**src/rtl/ck_ram_pkg.sv**
```systemverilog
// Shared constants and the fixed-priority-with-anti-starvation grant rule
// used by the IFU/LSU RAM arbiter.
package ck_ram_pkg;

    localparam int PORT_IFU  = 0;
    localparam int PORT_LSU  = 1;
    localparam int NUM_PORTS = 2;

    localparam int STARVE_W = 4;
    typedef logic [STARVE_W-1:0] starve_t;

    typedef logic [NUM_PORTS-1:0] grant_t;

    // LSU has priority unless IFU has been denied long enough to be forced through.
    function automatic grant_t arbitrate(input logic ifu_elig,
                                         input logic lsu_elig,
                                         input logic ifu_forced);
        grant_t g;
        g           = '0;
        g[PORT_LSU] = lsu_elig && !(ifu_elig && ifu_forced);
        g[PORT_IFU] = ifu_elig && !g[PORT_LSU];
        return g;
    endfunction

endpackage

```
**src/rtl/ram_rsp_skid.sv**
```systemverilog
// Per-port response path: tracks the one-cycle-late RAM read, and parks the
// data in a hold register while the consumer applies backpressure.
module ram_rsp_skid #(
    parameter int DATA_WHITH = 32
) (
    input  logic                  clk,
    input  logic                  rst_n,
    input  logic                  grant,
    input  logic [DATA_WHITH-1:0] ram_rdata,
    input  logic                  rsp_ready,
    output logic                  rsp_valid,
    output logic [DATA_WHITH-1:0] rsp_rdata,
    output logic                  eligible
);

    logic                  in_flight;
    logic                  hold_valid;
    logic [DATA_WHITH-1:0] hold_data;

    // NOTE: state registers use non-blocking assignments so every flop samples
    // pre-edge values, independent of the order the blocks are evaluated in.
    always_ff @(posedge clk or negedge rst_n) begin
        if (!rst_n) begin
            in_flight  <= 1'b0;
            hold_valid <= 1'b0;
        end else begin
            in_flight <= grant;
            if (in_flight && !rsp_ready) begin
                hold_valid <= 1'b1;
            end else if (hold_valid && rsp_ready) begin
                hold_valid <= 1'b0;
            end
        end
    end

    // NOTE: the hold data register is deliberately left without reset; it is
    // only ever observed while hold_valid (which is reset) is set.
    always_ff @(posedge clk) begin
        if (in_flight && !rsp_ready) begin
            hold_data <= ram_rdata;
        end
    end

    // The RAM read data is only valid in the cycle after the grant, so it is
    // forwarded directly then and served from the hold register afterwards.
    assign rsp_valid = in_flight || hold_valid;
    assign rsp_rdata = hold_valid ? hold_data : ram_rdata;

    // A new grant is allowed as soon as any pending response leaves this cycle.
    assign eligible  = !rsp_valid || rsp_ready;

endmodule

```
**src/rtl/ram_arbiter.sv**
```systemverilog
// Shares one single-port byte-writable RAM between instruction fetch (read
// only) and load/store, one access per cycle, with per-port response buffering.
module ram_arbiter
    import ck_ram_pkg::*;
#(
    parameter int DATA_WHITH = 32,
    parameter int DATA_SIZE  = 8,
    parameter int ADDR_WHITH = 10,
    parameter int DATA_BYTE  = DATA_WHITH / DATA_SIZE,
    parameter int STARVE_MAX = 4
) (
    input  logic                  clk,
    input  logic                  rst_n,

    input  logic                  ifu_req_valid,
    output logic                  ifu_req_ready,
    input  logic [ADDR_WHITH-1:0] ifu_req_addr,
    output logic                  ifu_rsp_valid,
    input  logic                  ifu_rsp_ready,
    output logic [DATA_WHITH-1:0] ifu_rsp_rdata,

    input  logic                  lsu_req_valid,
    output logic                  lsu_req_ready,
    input  logic [ADDR_WHITH-1:0] lsu_req_addr,
    input  logic [DATA_BYTE-1:0]  lsu_req_we,
    input  logic [DATA_WHITH-1:0] lsu_req_wdata,
    output logic                  lsu_rsp_valid,
    input  logic                  lsu_rsp_ready,
    output logic [DATA_WHITH-1:0] lsu_rsp_rdata,

    output logic                  ram_cs,
    output logic [DATA_BYTE-1:0]  ram_we,
    output logic [ADDR_WHITH-1:0] ram_addr,
    output logic [DATA_WHITH-1:0] ram_wdata,
    input  logic [DATA_WHITH-1:0] ram_rdata
);

    localparam starve_t STARVE_LIMIT = starve_t'(STARVE_MAX);

    logic    init_done;
    logic    ifu_ok;
    logic    lsu_ok;
    logic    ifu_elig;
    logic    lsu_elig;
    grant_t  grant;
    starve_t starve_cnt;

    ram_rsp_skid #(
        .DATA_WHITH (DATA_WHITH)
    ) u_ifu_skid (
        .clk       (clk),
        .rst_n     (rst_n),
        .grant     (grant[PORT_IFU]),
        .ram_rdata (ram_rdata),
        .rsp_ready (ifu_rsp_ready),
        .rsp_valid (ifu_rsp_valid),
        .rsp_rdata (ifu_rsp_rdata),
        .eligible  (ifu_ok)
    );

    ram_rsp_skid #(
        .DATA_WHITH (DATA_WHITH)
    ) u_lsu_skid (
        .clk       (clk),
        .rst_n     (rst_n),
        .grant     (grant[PORT_LSU]),
        .ram_rdata (ram_rdata),
        .rsp_ready (lsu_rsp_ready),
        .rsp_valid (lsu_rsp_valid),
        .rsp_rdata (lsu_rsp_rdata),
        .eligible  (lsu_ok)
    );

    // Holds off all grants until the first clock edge after reset release.
    always_ff @(posedge clk or negedge rst_n) begin
        if (!rst_n) begin
            init_done <= 1'b0;
        end else begin
            init_done <= 1'b1;
        end
    end

    assign ifu_elig = init_done && ifu_req_valid && ifu_ok;
    assign lsu_elig = init_done && lsu_req_valid && lsu_ok;
    assign grant    = arbitrate(ifu_elig, lsu_elig, starve_cnt == STARVE_LIMIT);

    assign ifu_req_ready = grant[PORT_IFU];
    assign lsu_req_ready = grant[PORT_LSU];

    // Counts consecutive cycles in which IFU could have gone but LSU took the slot.
    always_ff @(posedge clk or negedge rst_n) begin
        if (!rst_n) begin
            starve_cnt <= '0;
        end else if (!ifu_req_valid || grant[PORT_IFU]) begin
            starve_cnt <= '0;
        end else if (ifu_elig && starve_cnt != STARVE_LIMIT) begin
            starve_cnt <= starve_cnt + 1'b1;
        end
    end

    // NOTE: every output of this block is given a default first, so no path
    // through it leaves a signal unassigned and no latch is inferred.
    always_comb begin
        ram_cs    = 1'b0;
        ram_we    = '0;
        ram_addr  = '0;
        ram_wdata = '0;
        if (grant[PORT_LSU]) begin
            ram_cs    = 1'b1;
            ram_we    = lsu_req_we;
            ram_addr  = lsu_req_addr;
            ram_wdata = lsu_req_wdata;
        end else if (grant[PORT_IFU]) begin
            ram_cs    = 1'b1;
            ram_addr  = ifu_req_addr;
            ram_wdata = lsu_req_wdata;
        end
    end

endmodule

```
**config.mk**
```make
export PLATFORM = sky130hd
export DESIGN_NAME = ram_arbiter
export DESIGN_NICKNAME = d
export VERILOG_FILES = /design/src/rtl/ck_ram_pkg.sv /design/src/rtl/ram_rsp_skid.sv /design/src/rtl/ram_arbiter.sv
export SDC_FILE = /design/constraint.sdc
export NUM_CORES = 1
export LEC_CHECK = 0
export CAP_MARGIN = 0
export CORE_ASPECT_RATIO = 1.1
export CORE_UTILIZATION = 39
export CTS_BUF_LIST = sky130_fd_sc_hd__clkbuf_4 sky130_fd_sc_hd__clkbuf_8
export CTS_CLUSTER_DIAMETER = 80
export CTS_CLUSTER_SIZE = 10
export DETAILED_ROUTE_END_ITERATION = 16
export GPL_TIMING_DRIVEN = 0
export PLACE_DENSITY = 0.87
export SYNTH_ARGS = -nofsm -noshare
export SYNTH_HDL_FRONTEND = slang
export SYNTH_SLANG_ARGS = --single-unit
```
**constraint.sdc**
```tcl
create_clock -name clk -period 2.61 [get_ports clk]
set_input_delay 0.522 -clock clk [delete_from_list [all_inputs] [get_ports clk]]
set_output_delay 0.522 -clock clk [all_outputs]
set_load 0.01 [all_outputs]
```
==> reports/metrics.yaml <==
setup_path:
  cp_slowest_cell: "clkdlybuf4s50_1"
  required_ns: 2.09
  crit_fanout: 11
  crit_path_start_kind: "input pin"
  cp_cell_sequence: "clkdlybuf4s50_1, nand4_1, and2_4, buf_6, a22o_1, clkbuf_2"
  crit_arrival_ns: 2.01
  rr_endpoint: "starve_cnt[3]"
  critPathKind: "input pin to primary output"
  r2r_cells: 6
  endpoint_kind: "primary output"
  r2r_start: "u_lsu_skid.hold_valid"
  ff2ff_setup_slack_ns: 0.95
  cp_slowest_stage_delay_ns: 0.55
cts:
  cts_buffers: 9
  clock_latency_ns: 0.33
  cts_max_level: 3
  clkSlewWorstSetupHoldPaths_ns: 0.07
  clockRootBuffer: "clkbuf_8"
  postCtsHoldBufs: 0
  clock-sinks: 73
  cts_tree: "done"
  clockBufferDepth: 2
job:
  drv_cap: 0
detailed_routing:
  wl_um: 10600
  ant_nets: 0
  remaining_drc_errors: 0
  drtIter0Drc: 87
  wl_per_cell_um: 18.4
  dr.pass1.iters: 5
  vias_per_cell: 5.03
  vias: 2905
global_routing:
  top_usage_layer: "met2"
  grt_pass1_wl_um: 15700
  grt_pass1_vias: 2977
  grt_max_degree: 22
  use_met1_pct: 24.2
  use_met3_pct: 8.04
  grt_usage_pct: 22.4
  grtUsageMet2_pct: 40.9
  antenna_found_initial: 0
  grt_overflow: 0
floorplanning:
  die_y_um: 102
  num_rows: 36
  initial_core_util_pct: 40.1
  coreArea_mm2: 0.00883
  die_area_mm2: 0.00945
  fp.dieW_um: 92.8
  io_pins: 209
pwr:
  comb_power_share_pct: 25.5
  power_switching_uw: 706
  switching_share_pct: 24.1
  p_seq_share_pct: 45.1
  power.internal_uw: 2220
  power_leakage_uw: 0.00234
  ir_worst_vdd_v: 0.000230
  powerDensity_mw_per_mm2: 489
  p_clk_share_pct: 29.4
timing:
  tightest_slew_ns: 0.527
  finalSetupViolCount: 0
  rsz0062_at_grt: "false"
  post-route-period-util_pct: 97.0
  relSlewSlack_pct: 64.8
  timing.fmax_mhz: 395
  finalMaxSlewViolations: 0
  fin_crit_ns: 2.53
  fin_ws_ns: 0.0774
  hold_viol: 0
  hold_ws_ns: 0.491
  finClkSkew_ns: 0.00728
status:
  status: "finished, final reports clean"
min_path:
  hp-class: "input pin to asynchronous set/reset pin"
layout:
  syn_to_final_growth_pct: 69.4
  antenna_cells: 0
  drive_above_1_share_pct: 27.6
  final_net_count: 555
placed_design:
  dp_hpwl_um: 7900
  preCtsSetupSlack_ns: -0.465
  port_buffers: 207
  place_congestion: 0.826
logic_synthesis:
  yosysSeqAreaShare_pct: 60.7
  syn-num-nets: 330
  yosysWarnings: 0
  syn_avg_cell_area_um2: 15.1
  synth_area_mm2: 0.00354
  yosys_register_bits: 73
  synth.distinct_cells: 29
  syn_inst: 234
final cells by class:
cell class | count | area [um^2]
Timing Repair Buffer | 214 | 2060
Clock inverter | 5 | 56.3
Fill cell | 672 | 2840
Sequential cell | 73 | 2150
Tap cell | 114 | 143
Buffer | 14 | 98.8
Clock buffer | 11 | 139
Multi-Input combinational cell | 143 | 1330
Inverter | 4 | 15.0
flip-flops by register name (all words and copies together), names as in the netlist:
name	cells
u_lsu_skid.hold_valid	1
u_ifu_skid.hold_data	32
init_done	1
u_lsu_skid.hold_data	32
u_ifu_skid.in_flight	1
u_ifu_skid.hold_valid	1
starve_cnt	4
u_lsu_skid.in_flight	1
cell usage after synthesis:
cell	n	share of area, %
buf_6	3	0.96
a21oi_1	1	0.14
nand3_1	4	0.57
nor2b_1	4	0.71
nand3b_1	1	0.21
buf_2	9	1.3
o21bai_4	2	1.1
nor3_1	1	0.14
a22o_1	10	2.5
o32ai_1	1	0.25
edfxtp_1	64	54
and2_1	37	6.5
nand3_4	1	0.50
and3_1	1	0.18
nor2_1	1	0.11
mux2_2	64	20
o22ai_1	1	0.18
a311o_1	1	0.28
nand2_1	4	0.42
or2_2	2	0.35
ha_1	2	0.71
clkbuf_2	2	0.28
inv_1	4	0.42
dfrtp_1	9	6.4
nor4_1	1	0.18
conb_1	1	0.11
a31o_2	1	0.25
o21ba_4	1	0.46
nand4_1	1	0.18
critical path, delay by kind of cell:
family                 cells  cell delay, ns
AOI/OAI and AO/OA          1            0.20
buffers and inverters      3            0.83
and+or+nand+nor            2            0.46
logic make-up after synthesis:
group	count (synthesis)	synth area share, %
DFF	73	60.7
other	1	0.106
and+or+nand+nor	58	10.1
muxes	64	20.4
buffers and inverters	18	2.94
adders and majority gates	2	0.707
AOI/OAI and AO/OA	18	5.09
worst max path at each step:
| stage | from | endpoint | slack [ns] |
|---|---|---|---|
| after detailed placement | lsu_rsp_ready | ram_we[1] | -0.46 |
| after global routing | starve_cnt[1] | ram_addr[9] | 0.009 |
| after CTS | starve_cnt[1] | ram_addr[6] | 0.009 |
| after floorplan | ifu_rsp_ready | u_ifu_skid.hold_data[0] | 0.21 |
| after global placement | lsu_rsp_ready | u_lsu_skid.hold_data[2] | -1.16 |
| final | lsu_req_valid | ram_addr[6] | 0.08 |
routing by layer:
layer	up-vias	routed length [um]
met5	-	0
met3	20	895
li1	1327	-
met4	0	221
met2	160	5720
met1	1398	3800
per-stage QoR:
stage | util [%] | std cells | cell area [um^2] | power (uW) | TNS, ns
2_1_floorplan | - | 234 | 3540 | 1640 | 0
3_5_place_dp | 65.9 | 557 | 5820 | 2120 | -16.71
5_1_grt | 67.9 | 578 | 5990 | 3050 | 0
3_3_place_gp | 65.2 | 555 | 5750 | 2100 | -86.41
6_report | 67.9 | 578 | 5990 | 2930 | 0
4_1_cts | 68.3 | 577 | 6030 | 2960 | 0
layout by cell type (no fill, tap or decap), drive strengths merged, types with 2 or more instances in the layout:
cell type / Yosys / layout
dfrtp: 9 / 9
o21bai: 2 / 2
or2: 2 / 2
clkinv: 0 / 3
clkdlybuf4s50: 0 / 160
nand2: 4 / 4
ha: 2 / 2
dlygate4sd2: 0 / 34
and2: 37 / 37
edfxtp: 64 / 64
inv: 4 / 4
a22o: 10 / 10
buf: 12 / 19
mux2: 64 / 64
clkbuf: 2 / 25
nand3: 5 / 5
nor2b: 4 / 4
power by group through the flow:
| stage | Combinational [uW] | Sequential, uW | Clock (uW) |
|---|---|---|---|
| after floorplan | 292 | 1340 | 0 |
| after global placement | 749 | 1350 | 0 |
| after detailed placement | 772 | 1350 | 0 |
| after CTS | 756 | 1320 | 879 |
| after global routing | 794 | 1320 | 927 |
| final | 747 | 1320 | 860 |
timing repair:
action	in CTS	in global routing
pin swaps	3	2
buffers inserted	4	1
resized for setup	60	25
endpoints found under the setup margin	49	12
(Power assumes the default switching activity.)
